==> config.mk <==
export PLATFORM = sky130hd
export DESIGN_NAME = ob_lm_table_cnt_acc
export DESIGN_NICKNAME = d
export VERILOG_FILES = /design/src/rtl/ob_lm_table_cnt_acc.sv
export SDC_FILE = /design/constraint.sdc
export NUM_CORES = 1
export LEC_CHECK = 0
export BUFFER_PORTS_ARGS = -buffer_cell sky130_fd_sc_hd__clkbuf_2
export CORE_MARGIN = 10
export CORE_UTILIZATION = 45
export CTS_CLUSTER_SIZE = 30
export DETAILED_ROUTE_END_ITERATION = 10
export PLACE_DENSITY = 0.71
export SLEW_MARGIN = 20
export SYNTH_ARGS = -nofsm -noshare
export SYNTH_HDL_FRONTEND = slang
export SYNTH_SLANG_ARGS = --single-unit
==> constraint.sdc <==
create_clock -name clk -period 5.7 [get_ports clk]
set_input_delay 0.57 -clock clk [delete_from_list [all_inputs] [get_ports clk]]
set_output_delay 0.57 -clock clk [all_outputs]
set_load 0.01 [all_outputs]
==> src/rtl/ob_lm_table_cnt_acc.sv <==
// Frame accumulator: N words per beat folded into a carry-save S/C pair, resolved once per frame.
// Optional build macro OB_LM_TABLE_CNT_ACC_SAT_EN saturates out_sum to all-ones on overflow.
module ob_lm_table_cnt_acc #(
  parameter int W  = 32,
  parameter int N  = 8,
  parameter int G  = 8,
  parameter int BW = 16
) (
  input  logic                clk,
  input  logic                rst,
  input  logic                in_vld,
  input  logic [N-1:0][W-1:0] in_x,
  input  logic                in_last,
  output logic                in_rdy,
  output logic                out_vld,
  output logic [W-1:0]        out_sum,
  output logic                out_ovf,
  output logic [BW-1:0]       out_beats,
  input  logic                out_accept
);

  localparam int AW = W + G;

  typedef enum logic [1:0] {IDLE, ACC, RESOLVE, DONE} state_t;

  state_t        r_state;
  logic [AW-1:0] r_s;
  logic [AW-1:0] r_c;
  logic [BW-1:0] r_cnt;
  logic          r_in_rdy;
  logic          r_out_vld;
  logic [W-1:0]  r_out_sum;
  logic          r_out_ovf;
  logic [BW-1:0] r_out_beats;

  logic [AW-1:0] w_s [0:N];
  logic [AW-1:0] w_c [0:N];
  logic          w_accept;
  logic [AW-1:0] w_res;
  logic          w_ovf;
  logic [W-1:0]  w_sum;
  logic [BW-1:0] w_cnt_inc;

  // Each stage is a 3:2 compressor folding one zero-extended word into the running (S, C) pair.
  assign w_s[0] = r_s;
  assign w_c[0] = r_c;

  generate
    for (genvar gi = 0; gi < N; gi++) begin : g_csa
      logic [AW-1:0] w_x;
      assign w_x        = {{G{1'b0}}, in_x[gi]};
      assign w_s[gi+1]  = w_s[gi] ^ w_c[gi] ^ w_x;
      assign w_c[gi+1]  = ((w_s[gi] & w_c[gi]) | (w_s[gi] & w_x) | (w_c[gi] & w_x)) << 1;
    end
  endgenerate

  assign w_accept  = in_vld & r_in_rdy;
  assign w_res     = r_s + r_c;
  assign w_ovf     = |w_res[AW-1:W];
  assign w_cnt_inc = (&r_cnt) ? r_cnt : r_cnt + BW'(1);

`ifdef OB_LM_TABLE_CNT_ACC_SAT_EN
  assign w_sum = w_ovf ? {W{1'b1}} : w_res[W-1:0];
`else
  assign w_sum = w_res[W-1:0];
`endif

  always_ff @(posedge clk) begin
    if (rst) begin
      r_state     <= IDLE;
      r_s         <= '0;
      r_c         <= '0;
      r_cnt       <= '0;
      r_in_rdy    <= 1'b1;
      r_out_vld   <= 1'b0;
      r_out_sum   <= '0;
      r_out_ovf   <= 1'b0;
      r_out_beats <= '0;
    end else begin
      case (r_state)
        IDLE, ACC: begin
          if (w_accept) begin
            r_s   <= w_s[N];
            r_c   <= w_c[N];
            r_cnt <= w_cnt_inc;
            if (in_last) begin
              r_state  <= RESOLVE;
              r_in_rdy <= 1'b0;
            end else begin
              r_state  <= ACC;
            end
          end
        end
        RESOLVE: begin
          // The only carry-propagate add, taken once per frame.
          r_out_sum   <= w_sum;
          r_out_ovf   <= w_ovf;
          r_out_beats <= r_cnt;
          r_out_vld   <= 1'b1;
          r_state     <= DONE;
        end
        DONE: begin
          if (out_accept) begin
            r_state     <= IDLE;
            r_s         <= '0;
            r_c         <= '0;
            r_cnt       <= '0;
            r_in_rdy    <= 1'b1;
            r_out_vld   <= 1'b0;
            r_out_sum   <= '0;
            r_out_ovf   <= 1'b0;
            r_out_beats <= '0;
          end
        end
        default: r_state <= IDLE;
      endcase
    end
  end

  assign in_rdy    = r_in_rdy;
  assign out_vld   = r_out_vld;
  assign out_sum   = r_out_sum;
  assign out_ovf   = r_out_ovf;
  assign out_beats = r_out_beats;

endmodule

==> results of run 1 <==
## metal layers
| metal | up-vias | track usage (%) | routed length (microns) |
|---|---|---|---|
| met5 | - | 0 | 0 |
| met4 | 0 | 3.58 | 321 |
| met1 | 4937 | 24.4 | 14600 |
| met2 | 309 | 34.1 | 17600 |
| met3 | 23 | 4.66 | 2360 |
| li1 | 4639 | - | - |
## Yosys cell counts, types with 8 or more instances
cell type and instances:
a21o_1 10, a21oi_1 48, a22oi_1 119, clkbuf_1 47, dfxtp_1 148, fa_1 255, ha_1 96, inv_1 44
nand2_1 46, nand4_1 11, nor2_1 165, nor3_1 9, o21ai_0 24, o21bai_1 8, xnor2_1 29, xor2_1 23
## power groups by stage
stage | clock (W) | combinational (W) | sequential [W]
final | 0.00120 | 0.0103 | 0.00138
after global routing | 0.00126 | 0.0121 | 0.00141
after CTS | 0.00122 | 0.0106 | 0.00139
after detailed placement | 0 | 0.0105 | 0.00141
after global placement | 0 | 0.0102 | 0.00141
after floorplan | 0 | 0.00797 | 0.00136
## stage by stage
stage / cell area (sq um) / worst slack, ns
2_1_floorplan: 13200 / 0.901
3_3_place_gp: 15000 / 0.731
3_5_place_dp: 15000 / 0.668
4_1_cts: 15700 / 0.990
5_1_grt: 15700 / 0.851
6_report: 15700 / 1.02
## worst register-to-register path, delay by kind of cell, from the launching register on
family / cells / cell delay [ns]
AOI/OAI and AO/OA: 1 / 0.18
DFF: 1 / 0.41
adders and majority gates: 8 / 3.73
and+or+nand+nor: 1 / 0.05
buffers and inverters: 4 / 0.20
## state kept, by name, summed over array words and instances, names as in the netlist
signal,cells
out_ovf,1
out_vld,1
out_sum,32
r_cnt,16
r_state,2
in_rdy,1
out_beats,16
r_s,40
r_c,39
## layout make-up
type	instances	area, sq um	area share, %
flip-flops and latches	148	2960	18.9
repair buffers	316	1620	10.3
well taps	384	480	3.07
clock buffers	17	425	2.72
inverters	44	165	1.06
multi-input cells	933	9810	62.7
clock inverters	15	193	1.23
## cells in the final DEF, fill, tap and decap left out, types with 3 or more instances in the layout
master and instances:
bufinv_16 3, o21a_1 4, nand4_1 11, o21bai_1 8
xnor2_1 29, a211o_1 3, a41oi_1 3, inv_8 3
a22o_1 3, nor2_1 165, a21o_1 10, xor2_1 23
a31oi_1 4, a21oi_2 4, o21ai_0 23, a22oi_1 119
a211oi_1 4, and3_1 7, clkbuf_16 17, buf_4 5
a21oi_1 48, nor3_1 9, or3_1 5, nand3_1 6
ha_1 96, nor2b_1 3, inv_6 5, nand2_1 46
inv_1 44, fa_1 255, nand2b_1 4, dfxtp_1 148
o21ai_1 3, a31o_2 3, clkbuf_2 310
## worst max path at each step
stage / to / depth (start not counted) / slack (ns) / startpoint
final: r_s[31]$_SDFFE_PP0P_ / 14 / 1.02 / r_s[31]$_SDFFE_PP0P_
after global routing: r_s[31]$_SDFFE_PP0P_ / 14 / 0.85 / r_s[31]$_SDFFE_PP0P_
after CTS: r_s[31]$_SDFFE_PP0P_ / 14 / 0.99 / r_s[31]$_SDFFE_PP0P_
after detailed placement: r_s[31]$_SDFFE_PP0P_ / 15 / 0.67 / in_x[31]
after global placement: r_s[31]$_SDFFE_PP0P_ / 15 / 0.73 / in_x[31]
after floorplan: r_s[31]$_SDFFE_PP0P_ / 14 / 0.90 / in_x[31]
## kinds of logic after synthesis
group | after synthesis | synth area share [%]
compound gates | 260 | 14.0
mux | 2 | 0.152
xor+xnor | 52 | 3.45
fa+ha+maj | 351 | 47.8
simple gates | 268 | 8.66
flops | 148 | 22.5
buf+inv | 102 | 3.41
==> metrics, run 1 <==
clk root buf clkbuf_16; Hold Path Sink r_state[0]$_SDFFE_PP0P_; DR pass1 iterations 5; Die Y 191 microns; CP most frequent cell fa_1; ys async rst share 0%; vias 9908; core area 28800 sq um; non-filler cells in the finished layout 1857; Placed Cells 1825; CP Launch Type flop; Core Util, Final 54.4%; port bufs 311; crit-path max cell delay 0.49 ns; Post-synth EDFFs 0; share of layout cells above drive strength 1 25.1%; Net Sw Power 0.00576 W; TritonCTS clock tree yes; CP required 5.98 ns; Peak Freq 213 MHz; Static Leakage 7.14 nW; Synth area leader fa_1; GRT Overall Usage 19.6%; CP delay by family, top adder cells; remaining global-route overflow 0; post-route clock period utilization 82.2%; sequential share of power 10.7%; die width 191 microns; YS warnings 0; TritonCTS Buffers 17; fillers 2551; Setup TNS Final 0 ns; post-route ant nets 0; maxcap violations 0; post-CTS resize count 0; #FFs+latches synth 148; maximum VDD drop 0.000631 V; Slew Viols, Final 0; Post-Syn Area 13200 sq um; WS Path Type flop to flop; Total Power 0.0129 W; FP Rows 62; Crit-path slowest cell fa_1; GP Congestion 0.881; final hold viol count 0; Clock Power Share 9.3%; WL final 34.8 mm; combinational power share 80.0%; HPWL after DPL 29.8 mm; drc violations 0; initial antenna violation count 0; crit-path max FO 3; 1st-iter DRT viols 547; endpoint class of the critical path flop; wire per inst 18.7 microns; outcome finished clean; worst hold slack 0.385 ns; top post-synthesis cells by area fa_1, dfxtp_1, ha_1; RR Startpoint r_s[31]$_SDFFE_PP0P_; Post-Syn Nets 1795; Setup Skew 0.00842 ns; Die Area 36500 sq um; hold buffers post-CTS 0; Hold Crit Class primary input to flop; sequential element share of the synthesized area 22.5%; Sink Count 148; Primary FF master, synth dfxtp_1; Clk Latency, worst-skew pair 0.42 ns; crit path cell chain fa_1 -> fa_1 -> fa_1 -> inv_1 -> fa_1 -> inv_1 -> fa_1 -> inv_1 -> fa_1 -> inv_1 -> fa_1 -> fa_1 -> a22oi_1 -> nor2_1; clock-pin slew on the worst setup and hold paths 0.07 ns; top cell type's share of synthesized area 38.7%; Switching Share 44.7%; starting density of the core 45.8%; area grow syn2layout 18.7%; pin count of the biggest net entering global routing 81; Cells after Synth 1183; WP data arrival 4.97 ns; FF-to-FF End r_s[31]$_SDFFE_PP0P_; Post-Syn Area per Cell 11.1 sq um; Via density 5.34; Worst R2R Setup Slack 1.02 ns; internal power 0.00713 W; vias in the first global route 11100; Distinct cells, synth 64; CTS Buffer Depth 2; Worst Tran Pin Value 0.895 ns; PD cells 823 nW/um^2; min-delay src in_last; Buf+Inv Stages, Crit Path 4; Post-CTS Setup Inserts 0; Final setup viols 0; min Tclk post-route 4.68 ns; Max-slew headroom 40.3%; Max H-tree Level 4; nets 2072; n_diodes 0; worst reg-to-reg path cell count 14; RSZ-0062 raised after global routing false; # IOs 312; first-pass GRT wire length 57.7 mm; worst hold stages 2
No activity file was read; power rests on OpenSTA's default activity.
==> run 2: changes to the inputs <==
--- a/config.mk
+++ b/config.mk
@@ -10,7 +10,7 @@
 export CORE_UTILIZATION = 45
 export CTS_CLUSTER_SIZE = 30
 export DETAILED_ROUTE_END_ITERATION = 10
-export PLACE_DENSITY = 0.71
+export PLACE_DENSITY = 0.73
 export SLEW_MARGIN = 20
 export SYNTH_ARGS = -nofsm -noshare
 export SYNTH_HDL_FRONTEND = slang
==> constraint.sdc (replaced) <==
create_clock -name clk -period 3.98 [get_ports clk]
set_input_delay 0.398 -clock clk [delete_from_list [all_inputs] [get_ports clk]]
set_output_delay 0.398 -clock clk [all_outputs]
set_load 0.01 [all_outputs]
==> metrics, run 2 (synthesized netlist as in run 1, its figures left out) <==
maximum VDD drop 0.00106 V (+68%); wire per inst 18.7 microns (-0.32%); min Tclk post-route 4.63 ns (-0.0550 ns); Static Leakage 7.43 nW (+4.0%); share of layout cells above drive strength 1 36.3% (+11 points); first-pass GRT wire length 59.0 mm (+2.2%); Final setup viols 64 (+64); CP required 4.26 ns (-1.72 ns); GRT Overall Usage 20.1% (+0.47 points); Peak Freq 216 MHz (+1.2%); pre-CTS WS -0.856 ns (-1.52 ns); WS Path Type flop to flop; Via density 5.26 (-1.4%); Post-DP Area 15600 sq um (+3.6%); final hold viol count 0 (unchanged); area grow syn2layout 24.2%; Max H-tree Level 4 (unchanged); die width 191 microns (unchanged); CP most frequent cell fa_1; HPWL after DPL 30.7 mm (+3.1%); Post-Layout Inst Area 16400 sq um (+4.6%); vias 10100 (+2.2%); # IOs 312 (unchanged); GP Congestion 0.890 (+0.98%); most frequent cells in the layout clkbuf_2, fa_1, nor2_1, a22oi_1, dfxtp_1; Die Y 191 microns (unchanged); CTS Buffer Depth 2 (unchanged); most common library cell in the layout ignoring fill and taps clkbuf_2; TritonCTS Buffers 17 (unchanged); pin count of the biggest net entering global routing 81 (unchanged); clock-pin slew on the worst setup and hold paths 0.06 ns (about the same); post-route ant nets 0 (unchanged); WP data arrival 4.91 ns (-0.06 ns); clk root buf clkbuf_16; n_diodes 0 (unchanged); nets 2141 (+3.3%); CP Launch Type flop; failing checks negative setup slack; Setup Skew 0.0164 ns (+0.00799 ns); initial antenna violation count 0 (unchanged); 1st-iter DRT viols 483 (-12%); Multi-input gate area 10000 sq um (+2.1%); FP Rows 62 (unchanged); Clk Latency, worst-skew pair 0.42 ns (about the same); Slew Viols, Final 0 (unchanged); Worst Tran Pin Value 0.919 ns (+0.0243 ns); Largest Register r_s; Crit-path slowest cell fa_2; worst hold slack 0.238 ns (-0.147 ns); post-route clock period utilization 116% (+34 points); core area 28800 sq um (unchanged); Reg area 3020 sq um (+2.0%); Sink Count 148 (unchanged); port bufs 311 (unchanged); Die Area 36500 sq um (unchanged); endpoint class of the critical path flop; crit-path max cell delay 0.54 ns (+0.05 ns); crit-path max FO 2 (-1); drc violations 0 (unchanged); Max-slew headroom 38.7% (-1.6 points); PD cells 1240 nW/um^2 (+50%); outcome finished with violations; remaining global-route overflow 0 (unchanged); starting density of the core 45.8% (unchanged); Hold Crit Class primary input to flop; max reg flops 40 (unchanged); RSZ-0062 raised after global routing true; WL final 36.0 mm (+3.4%); maxcap violations 0 (unchanged); Worst R2R Setup Slack -0.65 ns (-1.67 ns); DR pass1 iterations 5 (unchanged); crit path cell chain fa_1 -> fa_1 -> fa_1 -> inv_2 -> fa_1 -> fa_1 -> fa_1 -> fa_1 -> fa_2 -> nor2_1 -> a21oi_1 -> nor2_1; Placed Cells 1890 (+3.6%); vias in the first global route 11300 (+1.9%); non-filler cells in the finished layout 1926 (+3.7%); TritonCTS clock tree yes; Final Worst Setup Slack -0.650 ns (-1.67 ns); fillers 2461 (-3.5%)
==> run 2: cell types whose count changed in the layout (fill, tap and decap cells not counted), sizes merged <==
cell / change
clkbuf: +4
bufinv: -2
inv: -6
clkinv: +2
buf: +69
clkinvlp: +2
==> run 2: worst paths after layout <==
| kind | start | endpoint | cells past startpoint |
|---|---|---|---|
| min | in_last | r_state[0]$_SDFFE_PP0P_ | 2 |
| min reg2reg | in_rdy$_SDFFE_PP1P_ | in_rdy$_SDFFE_PP1P_ | 2 |
| max reg2reg | r_s[1]$_SDFFE_PP0P_ | r_s[1]$_SDFFE_PP0P_ | 12 |
| max | r_s[1]$_SDFFE_PP0P_ | r_s[1]$_SDFFE_PP0P_ | 12 |
==> run 2: layout make-up <==
type | count | share of cell area (%)
inverter | 44 | 1.01
sequential | 148 | 18.5
tap | 384 | 2.93
clock buffer | 21 | 2.81
timing repair buffer | 385 | 13.0
multi-input combinational | 933 | 61.1
clock inverter | 11 | 0.619
==> run 2: repair_timing <==
item	CTS	global route
setup buffers	2	1
endpoints found under the setup margin	65	66
hold endpoints to repair	0	0
hold buffers	0	0
resized for setup	60	33
pin swaps	5	4
==> run 2: power breakdown <==
group	internal [W]	total, W	switching [W]	leakage, nW
Sequential	0.00179	0.00195	0.000169	1.22
Combinational	0.00868	0.0168	0.00810	5.94
Clock	0.000895	0.00154	0.000648	0.266
Total	0.0114	0.0203	0.00891	7.43
==> run 2: per-stage QoR <==
| step | utilization [%] | setup TNS [ns] | total power (W) |
|---|---|---|---|
| after detailed placement | 54.1 | -42.82 | 0.0183 |
| after CTS | 56.5 | -30.39 | 0.0205 |
| after floorplan | - | -26.39 | 0.0138 |
| after global routing | 56.9 | -37.72 | 0.0231 |
| final | 56.9 | -29.97 | 0.0203 |
| after global placement | 54.1 | -39.97 | 0.0178 |
==> run 2: worst max-delay path: cells and delay by family, from the launching register on <==
kind,cells,cell delay [ns]
adder cells (fa/ha/maj),8,3.89
flip-flops,1,0.33
AND/OR/NAND/NOR,2,0.10
AO/OA/AOI/OAI,1,0.13
buffers and inverters,1,0.04
==> run 2: per-layer routing <==
metal	share of wire [%]	vias up	wire length, microns	GRT usage (%)
li1	-	4779	-	-
met1	42	5020	15000	24.6
met2	51	308	18200	35.4
met3	6.5	22	2350	4.52
met4	1.3	0	472	4.03
met5	0	-	0	0
